$ cat config.mk
export PLATFORM = sky130hd
export DESIGN_NAME = canny_hysteresis
export DESIGN_NICKNAME = d
export VERILOG_FILES = /design/src/rtl/canny_hysteresis.sv
export SDC_FILE = /design/constraint.sdc
export NUM_CORES = 2
export LEC_CHECK = 0
export CAP_MARGIN = 25
export CELL_PAD_IN_SITES_DETAIL_PLACEMENT = 0
export CELL_PAD_IN_SITES_GLOBAL_PLACEMENT = 1
export CORE_AREA = 2 2 457 799
export CTS_CLUSTER_SIZE = 40
export DETAILED_ROUTE_END_ITERATION = 8
export DIE_AREA = 0 0 459 801
export DONT_BUFFER_PORTS = 1
export PLACE_DENSITY = 0.74
export SKIP_CTS_REPAIR_TIMING = 1
export SYNTH_ARGS = -nofsm -noshare
export SYNTH_HDL_FRONTEND = slang
export SYNTH_SLANG_ARGS = --single-unit
$ cat constraint.sdc
create_clock -name clk -period 15.6 [get_ports clk]
set_input_delay 3.12 -clock clk [delete_from_list [all_inputs] [get_ports clk]]
set_output_delay 3.12 -clock clk [all_outputs]
set_load 0.02 [all_outputs]
$ cat src/rtl/canny_hysteresis.sv
// Hysteresis stage of the Canny edge detector: double-threshold classification
// plus single-pass weak-to-strong promotion over a 3x3 window fed by two line buffers.
module canny_hysteresis #(
  parameter int IMG_WIDTH  = 960,
  parameter int IMG_HEIGHT = 720,
  parameter int BIT_LENGTH = 5,
  parameter int LOW_TH     = 8,
  parameter int HIGH_TH    = 20
) (
  input  logic                  clk,
  input  logic                  reset,
  input  logic                  in_valid,
  input  logic [BIT_LENGTH-1:0] pixel_in,
  output logic                  out_valid,
  output logic                  edge_out,
  output logic                  frame_done
);

  localparam int CW = $clog2(IMG_WIDTH);
  localparam int RW = $clog2(IMG_HEIGHT);
  localparam logic [CW-1:0]         COL_LAST = CW'(IMG_WIDTH - 1);
  localparam logic [RW-1:0]         ROW_LAST = RW'(IMG_HEIGHT - 1);
  localparam logic [BIT_LENGTH-1:0] LOW_V    = BIT_LENGTH'(LOW_TH);
  localparam logic [BIT_LENGTH-1:0] HIGH_V   = BIT_LENGTH'(HIGH_TH);

  typedef enum logic [1:0] {
    CLS_NONE   = 2'b00,
    CLS_WEAK   = 2'b01,
    CLS_STRONG = 2'b10
  } cls_t;

  typedef enum logic [2:0] {
    S_IDLE, S_FILL, S_RUN, S_FLUSH, S_DONE
  } state_t;

  state_t          state, state_nxt;
  logic [CW-1:0]   col, ocol;
  logic [RW-1:0]   row, orow;
  cls_t            win     [3][3];
  cls_t            win_nxt [3][3];
  cls_t            lb0     [IMG_WIDTH];
  cls_t            lb1     [IMG_WIDTH];
  cls_t            cls_in, lb0_rd, lb1_rd;
  logic            accept, emit, in_last, out_last, out_border, strong_nb, edge_calc;
  logic            out_valid_d, edge_out_d, frame_done_d;

  assign accept   = in_valid && (state == S_IDLE || state == S_FILL || state == S_RUN);
  assign emit     = accept && (state == S_RUN ||
                    (state == S_FILL && row == RW'(1) && col == CW'(1)));
  assign in_last  = (col == COL_LAST) && (row == ROW_LAST);
  assign out_last = (ocol == COL_LAST) && (orow == ROW_LAST);
  assign lb0_rd   = lb0[col];
  assign lb1_rd   = lb1[col];

  always_comb begin
    if (pixel_in >= HIGH_V)     cls_in = CLS_STRONG;
    else if (pixel_in >= LOW_V) cls_in = CLS_WEAK;
    else                        cls_in = CLS_NONE;
  end

  // Window after this acceptance: rows are (two rows up, one row up, current).
  always_comb begin
    for (int r = 0; r < 3; r++) begin
      for (int c = 0; c < 2; c++) win_nxt[r][c] = win[r][c+1];
    end
    win_nxt[0][2] = lb1_rd;
    win_nxt[1][2] = lb0_rd;
    win_nxt[2][2] = cls_in;
  end

  // NOTE: every always_comb output gets a default before any conditional write,
  // otherwise the missing path infers a latch.
  always_comb begin
    strong_nb = 1'b0;
    for (int r = 0; r < 3; r++) begin
      for (int c = 0; c < 3; c++) begin
        if (!(r == 1 && c == 1) && win_nxt[r][c] == CLS_STRONG) strong_nb = 1'b1;
      end
    end
  end

  assign out_border = (orow == '0) || (orow == ROW_LAST) || (ocol == '0) || (ocol == COL_LAST);

  always_comb begin
    edge_calc = 1'b0;
    if (!out_border) begin
      case (win_nxt[1][1])
        CLS_STRONG: edge_calc = 1'b1;
        CLS_WEAK:   edge_calc = strong_nb;
        default:    edge_calc = 1'b0;
      endcase
    end
  end

  // FSM state register
  // NOTE: sequential state uses non-blocking assignments so every flop samples
  // pre-edge values regardless of process ordering.
  always_ff @(posedge clk or negedge reset) begin
    if (!reset) state <= S_IDLE;
    else        state <= state_nxt;
  end

  // FSM next-state logic
  always_comb begin
    state_nxt = state;
    case (state)
      S_IDLE:  if (accept) state_nxt = S_FILL;
      S_FILL:  if (emit) state_nxt = S_RUN;
      S_RUN:   if (accept && in_last) state_nxt = S_FLUSH;
      S_FLUSH: if (out_last) state_nxt = S_DONE;
      S_DONE:  state_nxt = S_IDLE;
      default: state_nxt = S_IDLE;
    endcase
  end

  // FSM output logic; flush outputs are all border pixels
  always_comb begin
    out_valid_d  = emit || (state == S_FLUSH);
    edge_out_d   = emit && edge_calc;
    frame_done_d = (state == S_DONE);
  end

  always_ff @(posedge clk or negedge reset) begin
    if (!reset) begin
      col        <= '0;
      row        <= '0;
      ocol       <= '0;
      orow       <= '0;
      win        <= '{default: CLS_NONE};
      out_valid  <= 1'b0;
      edge_out   <= 1'b0;
      frame_done <= 1'b0;
    end else begin
      out_valid  <= out_valid_d;
      edge_out   <= edge_out_d;
      frame_done <= frame_done_d;
      if (accept) begin
        win <= win_nxt;
        if (col == COL_LAST) begin
          col <= '0;
          row <= (row == ROW_LAST) ? '0 : row + RW'(1);
        end else begin
          col <= col + CW'(1);
        end
      end
      if (out_valid_d) begin
        if (ocol == COL_LAST) begin
          ocol <= '0;
          orow <= (orow == ROW_LAST) ? '0 : orow + RW'(1);
        end else begin
          ocol <= ocol + CW'(1);
        end
      end
      if (state == S_DONE) begin
        col  <= '0;
        row  <= '0;
        ocol <= '0;
        orow <= '0;
      end
    end
  end

  // NOTE: line buffers have no reset; stale entries only ever reach border outputs.
  always_ff @(posedge clk) begin
    if (accept) begin
      lb1[col] <= lb0_rd;
      lb0[col] <= cls_in;
    end
  end

endmodule

==> results.json <==
{
  "tritoncts": "done",
  "route.detailed.drc": 0,
  "start_util": 0.429,
  "hold_depth": 2,
  "portBuffers": 0,
  "dieArea_um2": 368000,
  "post_synth_instance_area_um2": 155000,
  "clk_latency_ns": 0.93,
  "synth_area_per_cell_um2": 17.4,
  "slew_headroom": 0.144,
  "postRouteWirelength_um": 475000,
  "grt_overflow": 0,
  "yosys.area.top_type_share": 0.745,
  "cellLeakagePower_nw": 54.2,
  "cts.sinks": 3898,
  "core_um2": 361000,
  "setup_tns_ns": 0,
  "min_period_ns": 9.05,
  "mostFrequentLayoutCells": "edfxtp_1 (3840), mux2i_1 (1395), nor2_1 (1133), o22ai_1 (606), clkbuf_16 (332)",
  "crit_slowest_cell": "o311ai_0",
  "ctsHtreeMaxLevel": 5,
  "crit_top_cell": "buf_4",
  "syn_to_final_growth_pct": 10.2,
  "netlist_instances": 8917,
  "fillers": 30000,
  "synthTopCellsByArea": "edfxtp_1 (74%), mux2i_1 (9.0%), mux4_2 (3.7%)",
  "cp_cell_sequence": "buf_12 -> buf_4 -> or4b_4 -> buf_4 -> o22ai_1 -> nor2_1 -> o2111ai_1 -> o311ai_0 -> a21oi_1 -> nor4b_2 -> or3b_4 -> buf_12 -> buf_4",
  "critPathMaxFanout": 226,
  "grt_setup_unrepaired": "no",
  "cp.depth": 13,
  "dp_cells": 13300,
  "vdd_drop_max_uv": 451,
  "via_per_inst": 6.15,
  "track_usage": 0.253,
  "final.setup.worst_slack_ns": 6.55,
  "synth_warnings": 0,
  "rows": 292,
  "grt_pass1_wl_um": 656000,
  "gp_congestion": 0.877,
  "wire_per_inst_um": 34.2,
  "worstSetupEndpointType": "flop",
  "max_freq_mhz": 110,
  "final_common_cell": "edfxtp_1",
  "grt_max_degree": 242,
  "stdcell_area_um2": 171000,
  "hold_viol_final": 0,
  "place_ws_ns": 7.15,
  "drv_slew": 0,
  "ys_types": 80,
  "async_reset_ff_frac": 0.0149,
  "ys_seq_area_frac": 0.754,
  "cts_root_buf": "clkbuf_16",
  "drt_iter0_markers": 10100,
  "synth-edff-count": 3840,
  "crit_required_ns": 16.06,
  "status": "finished clean",
  "grt_pass1_vias": 85900,
  "ant_nets": 0,
  "dieHeight_um": 801,
  "maxCapViolCount": 0,
  "crit_arrival_ns": 9.52,
  "crit_type": "reg -> reg",
  "hold_class": "reg -> reg",
  "path_buf_inv": 5,
  "critPathMaxStageDelay_ns": 0.98,
  "worst_slew_pin_slew_ns": 1.28,
  "startpoint_type": "flop",
  "fp.dieW_um": 459,
  "clock_skew_ns": 0.0579,
  "ys_ff_latch": 3898,
  "io_pins": 11,
  "period_share": 0.580,
  "synthFlopType": "edfxtp_1",
  "clk_transition_reported_paths_ns": 0.08,
  "cp_top_family": "buffers and inverters",
  "numCtsBuffers": 326,
  "antenna_found_initial": 20,
  "power_density_nw_per_um2": 177,
  "syn_nets": 8937,
  "hpwl_um": 293000,
  "cts_max_path_buffers": 4,
  "drive_gt1_frac": 0.119,
  "reg2regPathDepth": 13,
  "drtPass1Iterations": 6,
  "fin_nets": 8936,
  "stdcell_count": 13900,
  "yosysTopAreaCell": "edfxtp_1",
  "finalSetupViolations": 0,
  "placed_area_um2": 160000,
  "vias": 85500
}
## cell usage after synthesis, types with 14 or more instances
cell type / n
buf_4: 31
mux4_2: 252
dfrtp_1: 58
nand2_1: 164
buf_12: 23
edfxtp_1: 3840
a21oi_1: 46
nor3_1: 57
nor4_1: 137
buf_6: 97
buf_1: 23
a22oi_1: 62
buf_8: 14
o2111ai_1: 19
clkbuf_1: 303
nand4_1: 41
inv_1: 22
mux2i_1: 1395
mux4_1: 21
o22ai_1: 606
nor2_1: 1135
nand3_1: 124
buf_2: 113
o21ai_0: 101
## worst paths after layout
| path | from | endpoint | slack [ns] |
|---|---|---|---|
| worst max register to register | col[1]$_DFFE_PN0P_ | lb1[527][0]$_DFFE_PP_ | 6.55 |
| worst min register to register | win[8]$_DFFE_PN0P_ | win[8]$_DFFE_PN0P_ | 0.50 |
| worst min-delay path | win[8]$_DFFE_PN0P_ | win[8]$_DFFE_PN0P_ | 0.50 |
| min in group asynchronous | reset | orow[5]$_DFFE_PN0P_ | 1.88 |
| worst max-delay path | col[1]$_DFFE_PN0P_ | lb1[527][0]$_DFFE_PP_ | 6.55 |
| max in group asynchronous | reset | col[3]$_DFFE_PN0P_ | 13.55 |
## worst min-delay path: stages, from the launching register on
cell	delay [ns]
dfrtp_1	0.35
nand2_1	0.05
o21ai_0	0.06
## power by group
group	total, mW	switching, mW	internal (mW)	leakage (nW)
combinational	7.59	6.06	1.54	14.1
sequential	14.2	0.0856	14.1	34.9
clock	8.41	3.77	4.63	5.20
## logic make-up (layout without fill, tap and decap cells)
kind of cell / count (synthesis) / after routing / synth area share
compound gates: 944 / 944 / 0.0392
xor+xnor: 16 / 16 / 0.000905
fa+ha+maj: 12 / 12 / 0.000970
buf+inv: 632 / 885 / 0.0252
flops: 3898 / 3898 / 0.754
mux: 1675 / 1675 / 0.131
other cells: 0 / 26 / 0
simple gates: 1740 / 1740 / 0.0487
## stage by stage
stage	util	total power, mW	hold WS [ns]
global placement	0.442	21.6	0.461
floorplan	-	18.2	0.446
global route	0.473	30.7	0.519
detailed placement	0.443	21.8	0.476
finish	0.473	30.2	0.495
CTS	0.472	30.0	0.493
## area by class of cell
cell class              count  area, um2  area share
flip-flops and latches   3898     117000       0.684
repair buffers            277       2510      0.0147
clock inverters           217       2300      0.0135
multi-input cells        4387      34600       0.203
diodes                     26       65.1    0.000381
clock buffers             365       8430      0.0494
inverters                  26       97.6    0.000572
well taps                4704       5890      0.0345
## metal layers
layer,GRT usage,wire (um),vias to the layer above
li1,-,-,35200
met1,0.279,154000,44600
met2,0.441,244000,4451
met3,0.0381,37200,1191
met4,0.185,39800,10
met5,0,80,-
## sequential cells by signal, indices dropped and copies added (netlist names)
register and flops:
state 3, win 12, orow 10, row 10
ocol 10, out_valid 1, col 10, lb1 1920
lb0 1920, frame_done 1, edge_out 1
Note: power is estimated with default switching activity, not from simulation.
